$ cat src/rtl/checker_ctrl_if.sv
// Bus between the checker controller and the checker mode units:
// mode selection/address/start out, completion pulses and result back.
interface checker_ctrl_if;
  logic [1:0]  mode_mode;
  logic [63:0] mode_addr;
  logic        mode_start;
  logic        mode_end;
  logic        mode_error;
  logic [63:0] mode_data;

  modport master (
    output mode_mode, mode_addr, mode_start,
    input  mode_end, mode_error, mode_data
  );

  modport slave (
    input  mode_mode, mode_addr, mode_start,
    output mode_end, mode_error, mode_data
  );
endinterface

$ cat src/rtl/checker_ctrl.sv
// Checker run controller: launches a mode unit, watches for end/error/timeout,
// raises irq until acknowledged and optionally re-runs after a fixed idle period.
module checker_ctrl #(
  parameter int unsigned CNT_WIDTH = 32
) (
  input  logic                 sys_clk,
  input  logic                 sys_rst,
  input  logic [1:0]           ctrl_mode,
  input  logic [63:0]          ctrl_addr,
  input  logic [CNT_WIDTH-1:0] ctrl_period,
  input  logic [CNT_WIDTH-1:0] ctrl_timeout,
  input  logic                 ctrl_start,
  input  logic                 ctrl_abort,
  input  logic                 ctrl_ack,
  output logic                 ctrl_busy,
  output logic                 ctrl_done,
  output logic                 ctrl_error,
  output logic                 ctrl_tmo,
  output logic                 irq,
  output logic [63:0]          ctrl_data,
  output logic [15:0]          ctrl_runs,
  checker_ctrl_if.master       mode
);

  typedef enum logic [1:0] {IDLE, RUN, IRQ, PERIOD} state_t;

  localparam logic [CNT_WIDTH-1:0] CNT_ONE = CNT_WIDTH'(1);

  state_t               state, nxt_state;
  logic [1:0]           mode_r, nxt_mode;
  logic [63:0]          addr_r, nxt_addr;
  logic [CNT_WIDTH-1:0] period_r, nxt_period;
  logic [CNT_WIDTH-1:0] timeout_r, nxt_timeout;
  logic [CNT_WIDTH-1:0] cnt, nxt_cnt;
  logic [63:0]          data_r, nxt_data;
  logic                 done_r, nxt_done;
  logic                 err_r, nxt_err;
  logic                 tmo_r, nxt_tmo;
  logic [15:0]          runs_r, nxt_runs;
  logic [15:0]          runs_inc;

  assign runs_inc = (runs_r == '1) ? runs_r : runs_r + 16'd1;

  // One counter serves as the RUN timeout up-counter and the PERIOD down-counter;
  // the two states never overlap so the value is simply reloaded on each entry.
  always_comb begin
    nxt_state   = state;
    nxt_mode    = mode_r;
    nxt_addr    = addr_r;
    nxt_period  = period_r;
    nxt_timeout = timeout_r;
    nxt_cnt     = cnt;
    nxt_data    = data_r;
    nxt_done    = done_r;
    nxt_err     = err_r;
    nxt_tmo     = tmo_r;
    nxt_runs    = runs_r;
    case (state)
      IDLE: begin
        if (ctrl_start && !ctrl_abort) begin
          nxt_mode    = ctrl_mode;
          nxt_addr    = ctrl_addr;
          nxt_period  = ctrl_period;
          nxt_timeout = ctrl_timeout;
          nxt_done    = 1'b0;
          nxt_err     = 1'b0;
          nxt_tmo     = 1'b0;
          nxt_cnt     = '0;
          nxt_state   = RUN;
        end
      end
      RUN: begin
        if (ctrl_abort) begin
          nxt_state = IDLE;
        end else if (mode.mode_end) begin
          nxt_data  = mode.mode_data;
          nxt_done  = 1'b1;
          nxt_runs  = runs_inc;
          nxt_state = IRQ;
        end else if (mode.mode_error) begin
          nxt_err   = 1'b1;
          nxt_runs  = runs_inc;
          nxt_state = IRQ;
        end else if (timeout_r != '0 && cnt == timeout_r - CNT_ONE) begin
          nxt_tmo   = 1'b1;
          nxt_runs  = runs_inc;
          nxt_state = IRQ;
        end else begin
          nxt_cnt = cnt + CNT_ONE;
        end
      end
      IRQ: begin
        if (ctrl_abort) begin
          nxt_state = IDLE;
        end else if (ctrl_ack) begin
          if (period_r == '0) begin
            nxt_state = IDLE;
          end else begin
            nxt_cnt   = period_r - CNT_ONE;
            nxt_state = PERIOD;
          end
        end
      end
      PERIOD: begin
        if (ctrl_abort) begin
          nxt_state = IDLE;
        end else if (cnt == '0) begin
          nxt_done  = 1'b0;
          nxt_err   = 1'b0;
          nxt_tmo   = 1'b0;
          nxt_state = RUN;
        end else begin
          nxt_cnt = cnt - CNT_ONE;
        end
      end
      default: nxt_state = IDLE;
    endcase
  end

  always_ff @(posedge sys_clk) begin
    if (sys_rst) begin
      state     <= IDLE;
      mode_r    <= '0;
      addr_r    <= '0;
      period_r  <= '0;
      timeout_r <= '0;
      cnt       <= '0;
      data_r    <= '0;
      done_r    <= 1'b0;
      err_r     <= 1'b0;
      tmo_r     <= 1'b0;
      runs_r    <= '0;
    end else begin
      state     <= nxt_state;
      mode_r    <= nxt_mode;
      addr_r    <= nxt_addr;
      period_r  <= nxt_period;
      timeout_r <= nxt_timeout;
      cnt       <= nxt_cnt;
      data_r    <= nxt_data;
      done_r    <= nxt_done;
      err_r     <= nxt_err;
      tmo_r     <= nxt_tmo;
      runs_r    <= nxt_runs;
    end
  end

  assign mode.mode_start = (state == RUN);
  assign mode.mode_mode  = mode_r;
  assign mode.mode_addr  = addr_r;
  assign irq             = (state == IRQ);
  assign ctrl_busy       = (state != IDLE);
  assign ctrl_done       = done_r;
  assign ctrl_error      = err_r;
  assign ctrl_tmo        = tmo_r;
  assign ctrl_data       = data_r;
  assign ctrl_runs       = runs_r;

endmodule

$ cat src/flat_wrapper.sv
// flat-port wrapper written by rule: the top's interface ports become plain ports
module checker_ctrl_flat 
#(
  parameter int unsigned CNT_WIDTH = 32
)
  (sys_clk, sys_rst, ctrl_mode, ctrl_addr, ctrl_period, ctrl_timeout, ctrl_start, ctrl_abort, ctrl_ack, ctrl_busy, ctrl_done, ctrl_error, ctrl_tmo, irq, ctrl_data, ctrl_runs, mode_mode_mode, mode_mode_addr, mode_mode_start, mode_mode_end, mode_mode_error, mode_mode_data);
  checker_ctrl_if mode_i ();
  input  logic sys_clk;
  input  logic sys_rst;
  input  logic [1:0] ctrl_mode;
  input  logic [63:0] ctrl_addr;
  input  logic [CNT_WIDTH-1:0] ctrl_period;
  input  logic [CNT_WIDTH-1:0] ctrl_timeout;
  input  logic ctrl_start;
  input  logic ctrl_abort;
  input  logic ctrl_ack;
  output logic ctrl_busy;
  output logic ctrl_done;
  output logic ctrl_error;
  output logic ctrl_tmo;
  output logic irq;
  output logic [63:0] ctrl_data;
  output logic [15:0] ctrl_runs;
  output wire logic [$bits(mode_i.mode_mode)-1:0] mode_mode_mode;
  output wire logic [$bits(mode_i.mode_addr)-1:0] mode_mode_addr;
  output wire logic [$bits(mode_i.mode_start)-1:0] mode_mode_start;
  input wire logic [$bits(mode_i.mode_end)-1:0] mode_mode_end;
  input wire logic [$bits(mode_i.mode_error)-1:0] mode_mode_error;
  input wire logic [$bits(mode_i.mode_data)-1:0] mode_mode_data;
  assign mode_mode_mode = mode_i.mode_mode;
  assign mode_mode_addr = mode_i.mode_addr;
  assign mode_mode_start = mode_i.mode_start;
  assign mode_i.mode_end = mode_mode_end;
  assign mode_i.mode_error = mode_mode_error;
  assign mode_i.mode_data = mode_mode_data;
  checker_ctrl #(.CNT_WIDTH(CNT_WIDTH)) u_core (.sys_clk(sys_clk), .sys_rst(sys_rst), .ctrl_mode(ctrl_mode), .ctrl_addr(ctrl_addr), .ctrl_period(ctrl_period), .ctrl_timeout(ctrl_timeout), .ctrl_start(ctrl_start), .ctrl_abort(ctrl_abort), .ctrl_ack(ctrl_ack), .ctrl_busy(ctrl_busy), .ctrl_done(ctrl_done), .ctrl_error(ctrl_error), .ctrl_tmo(ctrl_tmo), .irq(irq), .ctrl_data(ctrl_data), .ctrl_runs(ctrl_runs), .mode(mode_i));
endmodule
$ cat config.mk
export PLATFORM = sky130hd
export DESIGN_NAME = checker_ctrl_flat
export DESIGN_NICKNAME = d
export VERILOG_FILES = /design/src/rtl/checker_ctrl_if.sv /design/src/rtl/checker_ctrl.sv /design/src/flat_wrapper.sv
export SDC_FILE = /design/constraint.sdc
export NUM_CORES = 1
export LEC_CHECK = 0
export ABC_AREA = 0
export CAP_MARGIN = 0
export CORE_MARGIN = 5
export CORE_UTILIZATION = 50
export CTS_BUF_LIST = sky130_fd_sc_hd__clkbuf_8
export CTS_CLUSTER_SIZE = 10
export DETAILED_ROUTE_END_ITERATION = 8
export HOLD_SLACK_MARGIN = 0.06
export MAX_ROUTING_LAYER = met4
export PLACE_DENSITY = 0.93
export SYNTH_ARGS = -nofsm -noshare
export SYNTH_HDL_FRONTEND = slang
export SYNTH_SLANG_ARGS = --single-unit
$ cat constraint.sdc
create_clock -name sys_clk -period 4.92 [get_ports sys_clk]
set_clock_uncertainty 0.2 [all_clocks]
set_input_delay 1.23 -clock sys_clk [delete_from_list [all_inputs] [get_ports sys_clk]]
set_output_delay 1.23 -clock sys_clk [all_outputs]
set_load 0.1 [all_outputs]
==> flow_summary.rst, run 1 <==
.. list-table::
   :header-rows: 1

   * - Metric
     - Value
   * - Final Total Pwr
     - 5.17 mW
   * - Largest cells by area after synthesis
     - dfxtp_1 (40%), nand2_1 (13%), a21oi_1 (9.6%)
   * - Cell-by-cell listing of the critical path
     - inv_1, ha_1, or4b_1, nor3_1, nand3_1, o2bb2ai_1, or4_1, or2_1, o31a_1, nand2b_4, o221a_2
   * - Clk buf depth
     - 3
   * - Post-synthesis cell type with the largest combined area
     - dfxtp_1
   * - Final standard cell count with taps included and fillers excluded
     - 2,315
   * - Cell chosen for the clock root
     - clkbuf_8
   * - Worst hold start
     - u_core.mode.mode_addr[39]$_SDFFE_PP0P_
   * - Type of the worst min-delay path
     - flip-flop to flip-flop
   * - Placeable core area
     - 24,500 um^2
   * - Number of H-tree branching levels
     - 2
   * - Total of flip-flops plus latches after synthesis
     - 247
   * - YS warnings
     - 0
   * - Sum of negative setup slack
     - 0 ns
   * - Crit start category
     - flip-flop
   * - PwrDens
     - 304 nW/um^2
   * - Die W
     - 168 um
   * - Area fraction of the dominant cell type after synthesis
     - 0.396
   * - Critical path required time
     - 5.17 ns
   * - Vias
     - 13,400
   * - Crit share post-route
     - 0.895
   * - Number of cells traversed by the worst register-to-register path
     - 11
   * - Post-DP HPWL
     - 31.2 mm
   * - Synthesized netlist net count
     - 1,877
   * - Detailed-router iteration count before antenna repair
     - 6
   * - Cell with the most instances after synthesis
     - nand2_1
   * - Synthesized-area fraction occupied by xor and xnor cells
     - 0.0716
   * - Number of enable flip-flop cells after synthesis
     - 0
   * - Cell count after synthesis
     - 1,642
   * - Final core utilization
     - 0.695
   * - Worst Setup End Kind
     - flip-flop
   * - Synth Area in Adders
     - 0.0347
   * - Clock Power Share
     - 0.355
   * - Worst setup slack for register-to-register paths
     - 0.52 ns
   * - Async SR Flop Fraction
     - 0
   * - Post-route antenna net violation count
     - 0
   * - Sw Pwr
     - 1.66 mW
   * - Outcome
     - complete, no violations
   * - Setup Buffers After CTS
     - 0
   * - Share of synthesized area occupied by flip-flops and latches
     - 0.396
   * - Num rows
     - 57
   * - Clk slew on worst S/H paths
     - 0.06 ns
   * - Library cell contributing the largest single delay on the critical path
     - or4b_1
   * - Total setup violations reported at the end of the flow
     - 0
   * - Fmax
     - 0.227 GHz
   * - DIE AREA
     - 28,200 um^2
   * - Area of the mapped netlist
     - 12,500 um^2
   * - Hold-critical path endpoint
     - u_core.mode.mode_addr[39]$_SDFFE_PP0P_
   * - Total DRC errors in the routed layout
     - 0
   * - Total wirelength of the detailed-routed design
     - 43.2 mm
   * - Clock buffer count from CTS
     - 44
   * - Actual transition at the worst max-transition pin
     - 1.21 ns
   * - Initial Utilization
     - 0.510
   * - Initial antenna violation count
     - 0
   * - Vias per Instance
     - 5.77
   * - CP max stage delay
     - 0.60 ns
   * - Dominant combinational cell family by area after synthesis
     - simple AND/OR/NAND/NOR gates
   * - Number of cells on the worst hold path
     - 2
   * - Layout overhead on the synthesized area
     - 36.3%
   * - Count of buffers from port buffering
     - 352
   * - Final Max Slew Viols
     - 0
   * - Clock tree from TritonCTS
     - built
   * - Flip-flop cell with the highest count after synthesis
     - dfxtp_1
   * - Fraction of final layout cells sized beyond drive strength 1
     - 0.0593
   * - Fin nets
     - 2,198
   * - Number of global-route vias before repair
     - 13,000
   * - Clock Latency Late Sink
     - 0.56 ns
   * - PostCTS Resize Cnt
     - 0
   * - Mean instance size in the synthesized netlist
     - 7.60 um^2
   * - Count of antenna diodes in the layout
     - 0
   * - Switching power as a share of total power
     - 0.321
   * - Global-route wire length before repair
     - 67.1 mm
   * - Global-route total usage across every layer
     - 0.296
   * - Internal power component
     - 3.51 mW
   * - Number of hold-repair buffers added at the cts stage
     - 0
   * - Clk sinks
     - 247
   * - Total leakage power
     - 6.30 nW
   * - GRT overflow
     - 0
   * - Time the final worst path needs with I/O delays and setup
     - 4.40 ns
   * - Launch point of the worst reg-to-reg path
     - u_core.timeout_r[0]$_SDFFE_PP0P_
   * - Height of the die
     - 168 um
   * - Number of placed instances with taps included
     - 2,241
   * - Placer's final routability congestion estimate
     - 1.01
   * - Synth Area in Simple Gates
     - 0.263
   * - Relative slew margins
     - 0.189
   * - Post-DR wirelength/cell
     - 18.7 um
   * - Worst EP arrival
     - 4.65 ns
   * - Worst supply voltage drop on vdd
     - 244 uV
   * - Maximum number of pins on one net before global-route repair
     - 107
   * - Top-level port count
     - 353
   * - Max-Cap Viols
     - 0
   * - Share of the synthesized area in compound gates (AO/OA/AOI/OAI)
     - 0.192
   * - RSZ-0062 raised after global routing
     - no
   * - Number of distinct standard cells referenced by the synthesized netlist
     - 74
   * - Highest net fanout along the worst path
     - 38
   * - Commonest cells in the netlist
     - nand2_1 (447), dfxtp_1 (247), a21oi_1 (239)
   * - Gate power share
     - 0.224
   * - Share of total power in sequential cells
     - 0.421
   * - Hold Violations, Final
     - 0
   * - Endpoint of the lowest-slack register-to-register path
     - u_core.cnt[25]$_SDFFE_PP0P_
   * - Multiplexer fraction of the synthesized cell area
     - 0.00331
   * - Violation count after the first detailed-route iteration
     - 1,271
   * - Critical path start-end classification
     - flip-flop to flip-flop
## stage by stage
step                worst slack [ns]  hold WS (ns)  area [um^2]
detailed placement             0.373         0.246        16200
global placement               0.603         0.240        16200
global route                   0.296         0.268        17000
floorplan                       1.03         0.256        12500
CTS                            0.575         0.253        17000
finish                         0.519         0.253        17000
## cells in the final DEF (no fill, tap or decap), drive strengths merged, types with 6 or more instances in the layout
cell and count:
a21o 11, xor2 42, a21oi 239, o31ai 6, xnor2 60, nand2b 11, clkbuf 54, o21a 8
o211ai 8, or2 12, nor3 46, o21ai 33, nand2 447, buf 21, nand3b 9, a211oi 29
or3 17, nor2 100, ha 33, clkdlybuf4s50 348, inv 39, or4 11, nand4 8, nor4 33
dfxtp 247, a22oi 12, a221oi 8, nand3 20
## layer usage
layer	vias to the layer above	routed length, um	GRT usage
met1	6245	16900	0.352
met5	-	0	-
met4	0	1890	0.116
met3	146	4030	0.0739
li1	6315	-	-
met2	659	20300	0.484
## power by group through the flow
stage	clock network, mW	registers, mW	logic (mW)
after floorplan	0	2.43	0.537
final	1.84	2.18	1.16
after detailed placement	0	2.21	1.14
after global routing	1.98	2.18	1.24
after CTS	1.88	2.17	1.15
after global placement	0	2.21	1.12
## cell type report
| class | count | area [um^2] |
|---|---|---|
| fill | 1870 | 7450 |
| multi-input combinational | 1277 | 7060 |
| clock inverter | 20 | 96.3 |
| timing repair buffer | 369 | 3670 |
| sequential | 247 | 4940 |
| inverter | 24 | 90.1 |
| tap | 324 | 405 |
| clock buffer | 54 | 743 |
## worst max-delay path: cells and delay by family (launching register included)
| kind | cells | cell delay, ns |
|---|---|---|
| adders and majority gates | 1 | 0.20 |
| DFF | 1 | 0.34 |
| and+or+nand+nor | 6 | 2.48 |
| buffers and inverters | 1 | 0.08 |
| AOI/OAI and AO/OA | 3 | 0.98 |
## registers in the layout, summed over array words and instances, names as in the netlist, 2 cells and up
signal,count
u_core.cnt,32
u_core.ctrl_data,64
u_core.ctrl_runs,16
u_core.mode.mode_addr,64
u_core.mode.mode_mode,2
u_core.period_r,32
u_core.state,2
u_core.timeout_r,32
## worst max path at each step
stage / start / to / slack [ns]
after floorplan: u_core.state[0]$_SDFFE_PP0P_ / u_core.cnt[25]$_SDFFE_PP0P_ / 1.03
after global placement: mode_mode_end / u_core.cnt[25]$_SDFFE_PP0P_ / 0.60
after detailed placement: mode_mode_end / u_core.cnt[25]$_SDFFE_PP0P_ / 0.37
after CTS: u_core.timeout_r[0]$_SDFFE_PP0P_ / u_core.cnt[25]$_SDFFE_PP0P_ / 0.58
after global routing: u_core.timeout_r[0]$_SDFFE_PP0P_ / u_core.cnt[25]$_SDFFE_PP0P_ / 0.30
final: u_core.timeout_r[0]$_SDFFE_PP0P_ / u_core.cnt[25]$_SDFFE_PP0P_ / 0.52
## cell families after synthesis
logic type / after synthesis
AO/OA/AOI/OAI: 396
flip-flops: 247
buffers and inverters: 118
adder cells (fa/ha/maj): 34
AND/OR/NAND/NOR: 741
XOR/XNOR: 102
multiplexers: 4
No activity file was read; power rests on OpenSTA's default activity.
==> run 2, diff against run 1 <==
CAP_MARGIN = default   (was 0)
RECOVER_POWER = 100   (was default)
==> run 2 against run 1 <==
  * The run now ends with max-capacitance violations, max-slew violations left
  * Global-route usage did not move
  * Die area is the same
  * Flip-flop and latch count is the same
  * Critical endpoint unchanged
  * Highest routed layer unchanged
==> flow_summary.rst, run 2 (same netlist as run 1, synthesis figures left out) <==
.. list-table::
   :header-rows: 1

   * - Metric
     - Value
   * - Number of global-route vias before repair
     - 13,000 (unchanged)
   * - RSZ-0062 raised after global routing
     - no (unchanged)
   * - Final standard cell count with taps included and fillers excluded
     - 2,315 (unchanged)
   * - Die W
     - 168 um (unchanged)
   * - Global-route total usage across every layer
     - 0.296 (unchanged)
   * - Number of placed instances with taps included
     - 2,241 (unchanged)
   * - Worst path bufs/invs
     - 1 (unchanged)
   * - Clock tree from TritonCTS
     - built (unchanged)
   * - Leading cell type in the layout, fill and taps excluded
     - nand2_1 (unchanged)
   * - Total leakage power
     - 6.77 nW (was 6.30 nW)
   * - Total DRC errors in the routed layout
     - 0 (unchanged)
   * - Placed inst area
     - 16,200 um^2 (unchanged)
   * - Placer's final routability congestion estimate
     - 1.01 (unchanged)
   * - Violation count after the first detailed-route iteration
     - 1,245 (was 1,271)
   * - Max-Cap Viols
     - 1 (was 0)
   * - Failing checks
     - max-capacitance violations, max-slew violations
   * - Number of hold-repair buffers added at the cts stage
     - 0 (unchanged)
   * - Setup Buffers After CTS
     - 0 (unchanged)
   * - Worst Setup End Kind
     - flip-flop (unchanged)
   * - Vias per Instance
     - 5.77 (about the same)
   * - Clock buffer count from CTS
     - 44 (unchanged)
   * - Fin nets
     - 2,198 (unchanged)
   * - Highest net fanout along the worst path
     - 38 (unchanged)
   * - Library cell contributing the largest single delay on the critical path
     - or4b_1 (unchanged)
   * - Count of buffers from port buffering
     - 352 (unchanged)
   * - Top-level port count
     - 353 (unchanged)
   * - Num rows
     - 57 (unchanged)
   * - Actual transition at the worst max-transition pin
     - 2.16 ns (was 1.21 ns)
   * - Time the final worst path needs with I/O delays and setup
     - 4.39 ns (was 4.40 ns)
   * - Post-route antenna net violation count
     - 0 (unchanged)
   * - Clock Latency Late Sink
     - 0.56 ns (about the same)
   * - Detailed-router iteration count before antenna repair
     - 8 (was 6)
   * - Hold Violations, Final
     - 0 (unchanged)
   * - Maximum number of pins on one net before global-route repair
     - 107 (unchanged)
   * - Global-route wire length before repair
     - 67.1 mm (unchanged)
   * - Relative slew margins
     - -0.445 (was 0.189)
   * - Clk sinks
     - 247 (unchanged)
   * - Initial Utilization
     - 0.510 (unchanged)
   * - Vias
     - 13,400 (about the same)
   * - GRT overflow
     - 0 (unchanged)
   * - Worst EP arrival
     - 4.64 ns (was 4.65 ns)
   * - Crit start category
     - flip-flop (unchanged)
   * - DIE AREA
     - 28,200 um^2 (unchanged)
   * - Post-DR wirelength/cell
     - 18.6 um (was 18.7 um)
   * - Clk slew on worst S/H paths
     - 0.06 ns (about the same)
   * - Internal power component
     - 3.49 mW (was 3.51 mW)
   * - Placeable core area
     - 24,500 um^2 (unchanged)
   * - PwrDens
     - 304 nW/um^2 (about the same)
   * - Fraction of final layout cells sized beyond drive strength 1
     - 0.0537 (was 0.0593)
   * - Switching power as a share of total power
     - 0.322 (was 0.321)
   * - Initial antenna violation count
     - 0 (unchanged)
   * - Cell-by-cell listing of the critical path
     - inv_1, ha_1, or4b_1, nor3_1, nand3_1, o2bb2ai_1, or4_1, or2_0, o31a_1, nand2b_4, o221a_2 (was inv_1, ha_1, or4b_1, nor3_1, nand3_1, o2bb2ai_1, or4_1, or2_1, o31a_1, nand2b_4, o221a_2)
   * - Total wirelength of the detailed-routed design
     - 43.1 mm (was 43.2 mm)
   * - Sum of negative setup slack
     - 0 ns (unchanged)
   * - Gate power share
     - 0.221 (was 0.224)
   * - Sw Pwr
     - 1.66 mW (about the same)
   * - Outcome
     - complete, but fails checks (was complete, no violations)
   * - Final Max Slew Viols
     - 66 (was 0)
   * - Share of total power in sequential cells
     - 0.422 (was 0.421)
   * - Total setup violations reported at the end of the flow
     - 0 (unchanged)
   * - Post-DP HPWL
     - 31.2 mm (unchanged)
   * - Fmax
     - 0.228 GHz (was 0.227 GHz)
   * - Type of the worst min-delay path
     - flip-flop to flip-flop (unchanged)
   * - Height of the die
     - 168 um (unchanged)
   * - Final cell area excluding filler cells
     - 16,900 um^2 (was 17,000 um^2)
   * - Clock Power Share
     - 0.357 (was 0.355)
   * - Count of antenna diodes in the layout
     - 0 (unchanged)
   * - Worst supply voltage drop on vdd
     - 247 uV (was 244 uV)
   * - PostCTS Resize Cnt
     - 0 (unchanged)
   * - Leading cell types in the layout, fill and taps excluded
     - nand2_1 (447), dfxtp_1 (247), a21oi_1 (239), clkdlybuf4s50_1 (198), dlygate4sd3_1 (150) (was nand2_1 (446), clkdlybuf4s50_1 (348), dfxtp_1 (247), a21oi_1 (239), nor2_1 (100))
   * - Cell chosen for the clock root
     - clkbuf_8 (unchanged)
   * - Layout overhead on the synthesized area
     - 35.8% (was 36.3%)
   * - Cell type group with the largest total delay on the critical path
     - simple AND/OR/NAND/NOR gates (unchanged)
   * - Clk buf depth
     - 3 (unchanged)
   * - Number of H-tree branching levels
     - 2 (unchanged)
   * - Crit share post-route
     - 0.893 (was 0.895)
   * - CP max stage delay
     - 0.59 ns (was 0.60 ns)
   * - Critical path required time
     - 5.17 ns (about the same)
   * - Critical path start-end classification
     - flip-flop to flip-flop (unchanged)
run 2: cell count changes in the layout (fill, tap and decap cells not counted), moves of 2 or more:
cell	change
buf_4	-4
clkdlybuf4s50_1	-150
clkbuf_2	+2
a211oi_2	-6
dlygate4sd3_1	+150
clkbuf_1	+2
a211oi_1	+6
run 2: final cells by class:
cell class,count,area [um^2]
fill,1884,7520
multi-input combinational,1277,7020
sequential,247,4940
timing repair buffer,369,3640
clock buffer,54,743
tap,324,405
clock inverter,20,96.3
inverter,24,90.1
run 2: worst min-delay path: cells and delay by family (launching register included):
family             cells  cell delay [ns]
AOI/OAI and AO/OA      1             0.05
and+or+nand+nor        1             0.05
DFF                    1             0.30
run 2: worst paths after layout:
kind                                                        startpoint                                     end  slack [ns]  cells past startpoint
worst max register to register        u_core.timeout_r[0]$_SDFFE_PP0P_             u_core.cnt[25]$_SDFFE_PP0P_        0.53                     11
worst min-delay path            u_core.mode.mode_addr[39]$_SDFFE_PP0P_  u_core.mode.mode_addr[39]$_SDFFE_PP0P_        0.25                      2
worst max-delay path                  u_core.timeout_r[0]$_SDFFE_PP0P_             u_core.cnt[25]$_SDFFE_PP0P_        0.53                     11
worst min register to register  u_core.mode.mode_addr[39]$_SDFFE_PP0P_  u_core.mode.mode_addr[39]$_SDFFE_PP0P_        0.25                      2
run 2: per-stage QoR:
step / power, mW / util / setup WS [ns] / hold WS, ns
floorplan: 2.97 / - / 1.03 / 0.256
global placement: 3.33 / 0.661 / 0.603 / 0.240
detailed placement: 3.36 / 0.661 / 0.373 / 0.246
CTS: 5.20 / 0.695 / 0.575 / 0.253
global route: 5.38 / 0.693 / 0.256 / 0.265
finish: 5.15 / 0.693 / 0.528 / 0.248
run 2: power groups by stage:
stage	logic, mW	clock network [mW]	registers (mW)
4_1_cts	1.15	1.88	2.17
2_1_floorplan	0.537	0	2.43
3_5_place_dp	1.14	0	2.21
3_3_place_gp	1.12	0	2.21
5_1_grt	1.22	1.98	2.18
6_report	1.14	1.84	2.17
run 2: metal layers:
| metal | global-route usage | routed length (um) | share of wire |
|---|---|---|---|
| met4 | 0.116 | 1920 | 0.045 |
| met2 | 0.484 | 20300 | 0.47 |
| met3 | 0.0739 | 3910 | 0.091 |
| met5 | - | 0 | 0 |
| met1 | 0.352 | 16900 | 0.39 |
